**src/rtl/ad7606_emu.sv**
```systemverilog
// ad7606_emu: behavioural AD7606 ADC emulator with convst/busy timing and a cs/rd readout of 8 channels.
// Ports: clk, rst_n (async active-low), ad_reset (sync device reset), ad_convstab (conversion start),
//        ad_cs/ad_rd (active-low read bus), ad_os (oversampling), ad_data/ad_busy/first_data (registered outputs).
module ad7606_emu #(
  parameter int CONV_CYCLES = 200,
  parameter int BUSY_DLY    = 2
) (
  input  logic        clk,
  input  logic        rst_n,
  input  logic        ad_reset,
  input  logic        ad_convstab,
  input  logic        ad_cs,
  input  logic        ad_rd,
  input  logic [2:0]  ad_os,
  output logic [15:0] ad_data,
  output logic        ad_busy,
  output logic        first_data
);
  typedef enum logic [1:0] {IDLE, DELAY, CONV} state_t;
  state_t      r_state;
  logic [15:0] r_cnt;
  logic [15:0] r_len;
  logic [2:0]  r_idx;
  logic [12:0] r_frame;
  logic [15:0] r_hold [8];
  logic        r_cnv_prev;
  logic        r_rd_prev;
  logic        w_cnv_rise;
  logic        w_rd_fall;
  logic        w_rd_rise;
  logic        w_end;
  logic [15:0] w_len;
  assign w_cnv_rise = !r_cnv_prev && ad_convstab;
  assign w_rd_fall  = r_rd_prev && !ad_rd && !ad_cs;
  assign w_rd_rise  = !r_rd_prev && ad_rd && !ad_cs;
  assign w_end      = (r_state == CONV) && (r_cnt == 16'd0);
  // os 7 is a reserved code and falls back to the base duration
  assign w_len      = (ad_os == 3'd7) ? 16'(CONV_CYCLES) : 16'(CONV_CYCLES << ad_os);
  always_ff @(posedge clk or negedge rst_n) begin
    if (!rst_n) begin
      r_state    <= IDLE;
      r_cnt      <= '0;
      r_len      <= '0;
      r_idx      <= '0;
      r_frame    <= '0;
      r_cnv_prev <= 1'b1;
      r_rd_prev  <= 1'b1;
      ad_data    <= '0;
      ad_busy    <= 1'b0;
      first_data <= 1'b0;
      for (int k = 0; k < 8; k++) r_hold[k] <= '0;
    end else if (ad_reset) begin
      r_state    <= IDLE;
      r_cnt      <= '0;
      r_len      <= '0;
      r_idx      <= '0;
      r_frame    <= '0;
      r_cnv_prev <= 1'b1;
      r_rd_prev  <= 1'b1;
      ad_data    <= '0;
      ad_busy    <= 1'b0;
      first_data <= 1'b0;
      for (int k = 0; k < 8; k++) r_hold[k] <= '0;
    end else begin
      r_cnv_prev <= ad_convstab;
      r_rd_prev  <= ad_rd;
      case (r_state)
        IDLE:
          if (w_cnv_rise) begin
            r_state <= DELAY;
            r_cnt   <= '0;
            r_len   <= w_len;
          end
        DELAY:
          if (r_cnt == 16'(BUSY_DLY - 1)) begin
            r_state <= CONV;
            r_cnt   <= r_len - 16'd1;
            ad_busy <= 1'b1;
          end else r_cnt <= r_cnt + 16'd1;
        CONV:
          if (w_end) begin
            r_state <= IDLE;
            ad_busy <= 1'b0;
            r_frame <= r_frame + 13'd1;
            for (int k = 0; k < 8; k++) r_hold[k] <= {r_frame, 3'(k)};
          end else r_cnt <= r_cnt - 16'd1;
        default: r_state <= IDLE;
      endcase
      r_idx <= w_end ? 3'd0 : r_idx + {2'b0, w_rd_rise};
      // a read colliding with conversion end returns CH1 of the fresh frame
      if (ad_cs) begin
        ad_data    <= '0;
        first_data <= 1'b0;
      end else if (w_rd_fall) begin
        ad_data    <= w_end ? {r_frame, 3'd0} : r_hold[r_idx];
        first_data <= w_end || (r_idx == 3'd0);
      end
    end
  end
endmodule

```
**config.mk**
```make
export PLATFORM = sky130hd
export DESIGN_NAME = ad7606_emu
export DESIGN_NICKNAME = d
export VERILOG_FILES = /design/src/rtl/ad7606_emu.sv
export SDC_FILE = /design/constraint.sdc
export NUM_CORES = 1
export LEC_CHECK = 0
export BUFFER_PORTS_ARGS = -buffer_cell sky130_fd_sc_hd__buf_2
export CAP_MARGIN = 0
export CORE_AREA = 2 2 67 133
export CTS_BUF_LIST = sky130_fd_sc_hd__clkbuf_8
export CTS_CLUSTER_DIAMETER = 30
export CTS_CLUSTER_SIZE = 40
export DETAILED_ROUTE_END_ITERATION = 10
export DIE_AREA = 0 0 69 135
export PLACE_DENSITY_LB_ADDON = 0.25
export SYNTH_ARGS = -nofsm -noshare
export SYNTH_HDL_FRONTEND = slang
export SYNTH_SLANG_ARGS = --single-unit
```
**constraint.sdc**
```tcl
create_clock -name clk -period 4.2 [get_ports clk]
set_input_delay 0.42 -clock clk [delete_from_list [all_inputs] [get_ports clk]]
set_output_delay 0.42 -clock clk [all_outputs]
set_load 0.01 [all_outputs]
```
==> metrics.cfg, run 1 <==
[outcome]
outcome=finished clean

[synthesis]
yosysWarningCount=0
synth_seq_area_share=0.440
synth-simple-area-share=0.232
synth_nets=513
synth_ff_type=sky130_fd_sc_hd__dfrtp_1
synth_seq_cells=79
post_synth_fa_ha_maj_area_fraction=0.0445
synth_compound_area_frac=0.146
synth.mux.area_fraction=0.0311
synth-async-reset-ratio=1.00
mean_instance_size_in_the_synthesized_netlist_sq_um=9.23
synth.distinct_cells=54
synth-xor-area-share=0.0642
post_synth_instance_area_sq_um=4500
postSynthCellCount=488
synth_top_family_by_area=simple AND/OR/NAND/NOR gates
synth_edf_count=0

[sta]
fin_skew_ns=0.00994
finalCriticalPeriod_ns=2.76
tightestPinTransition_ns=1.14
finalHoldViolCount=0
grt_setup_unrepaired=no
timing.setup.tns_ns=0
fmaxAchievable_ghz=0.362
final-setup-viol-count=0
timing.final.crit_share=0.658
slew-limit-headroom=0.236
max_slew_violation_count=0

[placed_design]
detailedPlacementHpwl_um=8210
global_placer_s_final_weighted_congestion=0.910
postPlaceCellArea_sq_um=4640
portBuffers=26

[worst_hold_path]
worstHoldPathType=in2async

[detailed_routing]
wl_per_cell_um=19.0
dr.first_iter.drc_count=235
routed-via-count=3734
final_antenna_net_count=0
post-route-drc-count=0
total_wire_length_after_detailed_routing_um=11300
detail_route.vias_per_cell=6.25
drtPass1Iterations=5

[layout]
post-route-cell-area_sq_um=4840
post_layout_net_count=519
layout.cells.most_common_list=sky130_fd_sc_hd__dfrtp_1 (77), sky130_fd_sc_hd__nor2_1 (45), sky130_fd_sc_hd__nand2_1 (41)
fill_cells=751
proportion_of_layout_cells_with_a_drive_suffix_above_1=0.112
footprint_of_the_multi_input_gates_sq_um=2330
ff_latch_area_sq_um=1980
layout-area-overhead-vs-synth_pct=7.50
antenna_cells=0
layout.cells.most_common=sky130_fd_sc_hd__dfrtp_1

[clock_network]
cts_htree_levels=3
cts_tree=yes
cts_post_setup_buffers_inserted=0
post_cts_resize_count=0
clock_latency_ns=0.36
numCtsBuffers=9
cts-root-to-sink-buffers=2
cts.hold.buffers_added=0
tritoncts_num_sinks=79
clockRootBuffer=sky130_fd_sc_hd__clkbuf_8
clk_transition_reported_paths_ns=0.08

[grt]
first_global_vias=3890
grt_first_pass_wirelength_um=18700
grt_remaining_overflow=0
maximum_number_of_pins_on_one_net_before_global_route_repair=80
antenna_found_initial=0
overall_track_demand_over_capacity_in_global_routing=0.257

[critical_path]
setup_crit_start=r_cnt[0]
crit_start_category=flip-flop
crit_slowest_cell=sky130_fd_sc_hd__o21ai_1
critical_path.n_buffers_inverters=2
path_depth=8
reg2reg_from=r_cnt[0]
critical_path_class=reg2reg
worstPathCellList=inv_1, ha_1, nor4b_1, nand4_2, buf_4, o21ai_1, a22oi_1, o211ai_1
critical_path.max_stage_delay_ns=0.61
critical_path.top_delay_family=compound AO/OA/AOI/OAI gates
r2r_cells=8
crit_path_max_fanout=27
cp_data_arrival_time_ns=3.04
end_kind=flip-flop
crit_required_ns=4.48

[floorplan]
design.die.area_sq_um=9320
design.portCount=27
initial_core_utilization=0.547
die-width_um=69
core_region_area_sq_um=8230
chipHeight_um=135
row_count=47

[job]
max_cap_viol_count=0

[pwr]
ir_drop_mv=0.289
power-per-cell-area_nw_per_um2=304
static-leakage-power_nw=2.32

registers in the layout, indices dropped and copies added, names as in the netlist:
name        cells
r_state         2
ad_busy         1
r_hold         14
r_frame        13
ad_data        16
r_len          11
r_idx           3
first_data      1
r_cnv_prev      1
r_rd_prev       1
r_cnt          16
path summary, 6_finish.rpt:
check,end,slack [ns]
worst max-delay path,r_cnt[12],1.44
worst min-delay path,r_cnt[2],0.20
worst max register to register,r_cnt[12],1.44
worst min register to register,ad_data[4],0.48
max in group asynchronous,r_frame[6],3.33
min in group clk,r_rd_prev,0.29
synth_stat cells, drive strengths merged (5+ instances only):
library cell,instances,area share
a21oi,27,0.030
a221o,5,0.011
and3,9,0.013
and4,7,0.014
buf,13,0.014
clkbuf,21,0.018
dfrtp,77,0.43
ha,16,0.044
inv,14,0.012
mux2i,14,0.031
nand2,41,0.034
nand2b,6,0.0083
nand3,14,0.016
nand4,18,0.028
nor2,45,0.038
nor2b,5,0.0069
nor3,14,0.017
nor4,11,0.020
o211ai,6,0.010
o21ai,34,0.038
o22ai,6,0.0083
or3,5,0.0069
or4,5,0.0092
xnor2,19,0.037
xor2,14,0.027
cell type report:
cell class / instances / share of cell area
Timing Repair Buffer: 29 / 0.0321
Sequential cell: 79 / 0.409
Tap cell: 98 / 0.0253
Multi-Input combinational cell: 361 / 0.482
Inverter: 14 / 0.0109
Clock buffer: 10 / 0.0284
Clock inverter: 6 / 0.0124
metal layers:
layer  share of wire  routed length (um)  track usage  vias up
li1                -                   -            -     1767
met1            0.36                4050        0.255     1816
met2            0.55                6190        0.466      104
met3           0.028                 319       0.0418       47
met4           0.067                 753        0.197        0
met5               0                   0            0        -
cells by family (layout without fill, tap and decap cells):
family                     count (synthesis)  in the layout
and+or+nand+nor                          193            193
AOI/OAI and AO/OA                        105            105
DFF                                       79             79
buffers and inverters                     48             59
xor gates and xnor gates                  33             33
adders and majority gates                 16             16
muxes                                     14             14
metrics by stage:
step	hold slack [ns]	setup slack [ns]	utilization	power, W	instances
floorplan	0.124	1.84	-	0.000873	488
global placement	0.461	1.32	0.564	0.000918	581
detailed placement	0.475	1.25	0.564	0.000921	581
CTS	0.260	1.46	0.588	0.00149	597
global route	0.289	1.24	0.588	0.00154	597
finish	0.196	1.44	0.588	0.00147	597
where the power goes:
part / total (W) / leakage [nW] / switching, W / internal (W)
Clock: 0.000568 / 0.104 / 0.000279 / 0.000289
Sequential: 0.000776 / 1.09 / 0.00000872 / 0.000768
Combinational: 0.000128 / 1.12 / 0.0000868 / 0.0000416
Total: 0.00147 / 2.32 / 0.000374 / 0.00110
(Power assumes the default switching activity.)
==> run 2: changes to the inputs <==
Clock period 4.2 ns to 2.8 ns, I/O delays scaled along.
==> metrics.cfg, run 2 (synthesized netlist as in run 1, its figures left out) <==
[critical_path]
cp_data_arrival_time_ns=2.79  ; -0.25 ns
crit_start_category=flip-flop
critical_path_class=reg2reg
crit_required_ns=3.04  ; -1.44 ns
end_kind=flip-flop
crit_path_max_fanout=11  ; -59%

[detailed_routing]
wl_per_cell_um=18.9  ; -0.24%
detail_route.vias_per_cell=6.31  ; +0.87%
drtPass1Iterations=8  ; +3
post-route-drc-count=0  ; unchanged
routed-via-count=3817  ; +2.2%
final_antenna_net_count=0  ; unchanged
total_wire_length_after_detailed_routing_um=11400  ; +1.1%
dr.first_iter.drc_count=337  ; +43%

[clock_network]
cts_post_setup_buffers_inserted=0  ; unchanged
clk_transition_reported_paths_ns=0.08  ; about the same
cts_tree=yes
cts-root-to-sink-buffers=2  ; unchanged
tritoncts_num_sinks=79  ; unchanged
clock_latency_ns=0.35  ; about the same
numCtsBuffers=9  ; unchanged
cts.hold.buffers_added=0  ; unchanged
clockRootBuffer=sky130_fd_sc_hd__clkbuf_8
cts_htree_levels=3  ; unchanged

[grt]
grt_remaining_overflow=0  ; unchanged
antenna_found_initial=0  ; unchanged
overall_track_demand_over_capacity_in_global_routing=0.259  ; +0.00269
grt_first_pass_wirelength_um=19000  ; +1.5%
first_global_vias=3901  ; +0.28%
maximum_number_of_pins_on_one_net_before_global_route_repair=80  ; unchanged

[sta]
slew-limit-headroom=0.330  ; +0.0943
final.hold.worst_slack_ns=0.0582  ; -0.138 ns
max_slew_violation_count=0  ; unchanged
grt_setup_unrepaired=no
tightestPinTransition_ns=1.00  ; -0.135 ns
finalHoldViolCount=0  ; unchanged
fin_skew_ns=0.00616  ; -0.00378 ns
final-setup-viol-count=0  ; unchanged
fmaxAchievable_ghz=0.392  ; +8.2%
finalCriticalPeriod_ns=2.55  ; -0.208 ns
timing.setup.tns_ns=0  ; unchanged
timing.final.crit_share=0.912  ; +0.254

[layout]
antenna_cells=0  ; unchanged
post_layout_net_count=527  ; +1.5%
reg.largest.list=ad_data (16), r_cnt (16), r_hold (14)
proportion_of_layout_cells_with_a_drive_suffix_above_1=0.128  ; +0.0160
layout.cells.most_common_list=sky130_fd_sc_hd__dfrtp_1 (77), sky130_fd_sc_hd__nor2_1 (45), sky130_fd_sc_hd__nand2_1 (41)
layout.cells.most_common=sky130_fd_sc_hd__dfrtp_1
layout-area-overhead-vs-synth_pct=9.17

[floorplan]
design.portCount=27  ; unchanged
initial_core_utilization=0.547  ; unchanged
chipHeight_um=135  ; unchanged
row_count=47  ; unchanged
die-width_um=69  ; unchanged
design.die.area_sq_um=9320  ; unchanged
core_region_area_sq_um=8230  ; unchanged

[pwr]
static-leakage-power_nw=2.36  ; +1.7%
internal-power_w=0.00168  ; +53%
ir_drop_mv=0.486  ; +68%
pwr-share-clk=0.392  ; +0.007
power-per-cell-area_nw_per_um2=458  ; +51%
power_switching_w=0.000574  ; +53%
combinationalPowerShare=0.090  ; +0.003
sequentialPowerShare=0.517  ; -0.010
switching_share=0.255  ; +0.000630

[placed_design]
detailedPlacementHpwl_um=8270  ; +0.77%
portBuffers=26  ; unchanged
global_placer_s_final_weighted_congestion=0.936  ; +2.8%

[worst_hold_path]
worstHoldPathType=in2async

[job]
max_cap_viol_count=0  ; unchanged

[outcome]
outcome=finished clean

## run 2: final cells by class
cell class,instances,area (sq um)
fillers,740,3320
multi-input cells,361,2340
flip-flops and latches,79,1980
repair buffers,37,215
clock buffers,11,151
well taps,98,123
clock inverters,5,57.6
inverters,14,52.6
## run 2: metrics by stage
stage,cell area (sq um),utilization,total power [W],std cells,worst slack [ns]
finish,4910,0.597,0.00225,605,0.246
global placement,4700,0.571,0.00138,589,0.376
floorplan,4500,-,0.00131,488,0.443
CTS,4910,0.597,0.00227,605,0.230
detailed placement,4700,0.571,0.00139,589,0.246
global route,4910,0.597,0.00234,605,0.00166
## run 2: what timing repair did
| item | 4_1_cts | 5_1_grt |
|---|---|---|
| hold endpoints to repair | 0 | 0 |
| endpoints found under the setup margin | 0 | 1 |
| gates resized for setup | 0 | 1 |
## run 2: critical path, stage by stage (launching register included)
cell and delay (ns):
sky130_fd_sc_hd__dfrtp_1 0.49, sky130_fd_sc_hd__inv_1 0.17, sky130_fd_sc_hd__ha_1 0.15, sky130_fd_sc_hd__nor4b_1 0.50, sky130_fd_sc_hd__nand4_1 0.26, sky130_fd_sc_hd__nor2b_1 0.30
sky130_fd_sc_hd__a22o_1 0.21, sky130_fd_sc_hd__or3_1 0.36
## run 2: final timing paths
check	start	endpoint	slack, ns	cells past startpoint
min in group clk	ad_rd	r_rd_prev	0.15	2
max reg2reg	r_cnt[0]	r_cnt[13]	0.25	7
min reg2reg	ad_data[4]	ad_data[4]	0.48	2
max in group asynchronous	rst_n	r_frame[6]	2.06	1
min	rst_n	r_cnt[3]	0.06	1
max	r_cnt[0]	r_cnt[13]	0.25	7
## run 2: per-layer routing
layer,up-vias,routed length (um),global-route usage
met3,53,369,0.0463
li1,1776,-,-
met1,1856,4020,0.262
met2,132,6170,0.461
met5,-,0,0
met4,0,874,0.204
## run 2: power by group through the flow
stage                     Sequential, W  Clock, W  Combinational [W]
after global routing            0.00117  0.000943           0.000226
after CTS                       0.00116  0.000901           0.000203
final                           0.00116  0.000884           0.000204
after floorplan                 0.00118         0           0.000127
after detailed placement        0.00119         0           0.000202
after global placement          0.00119         0           0.000196
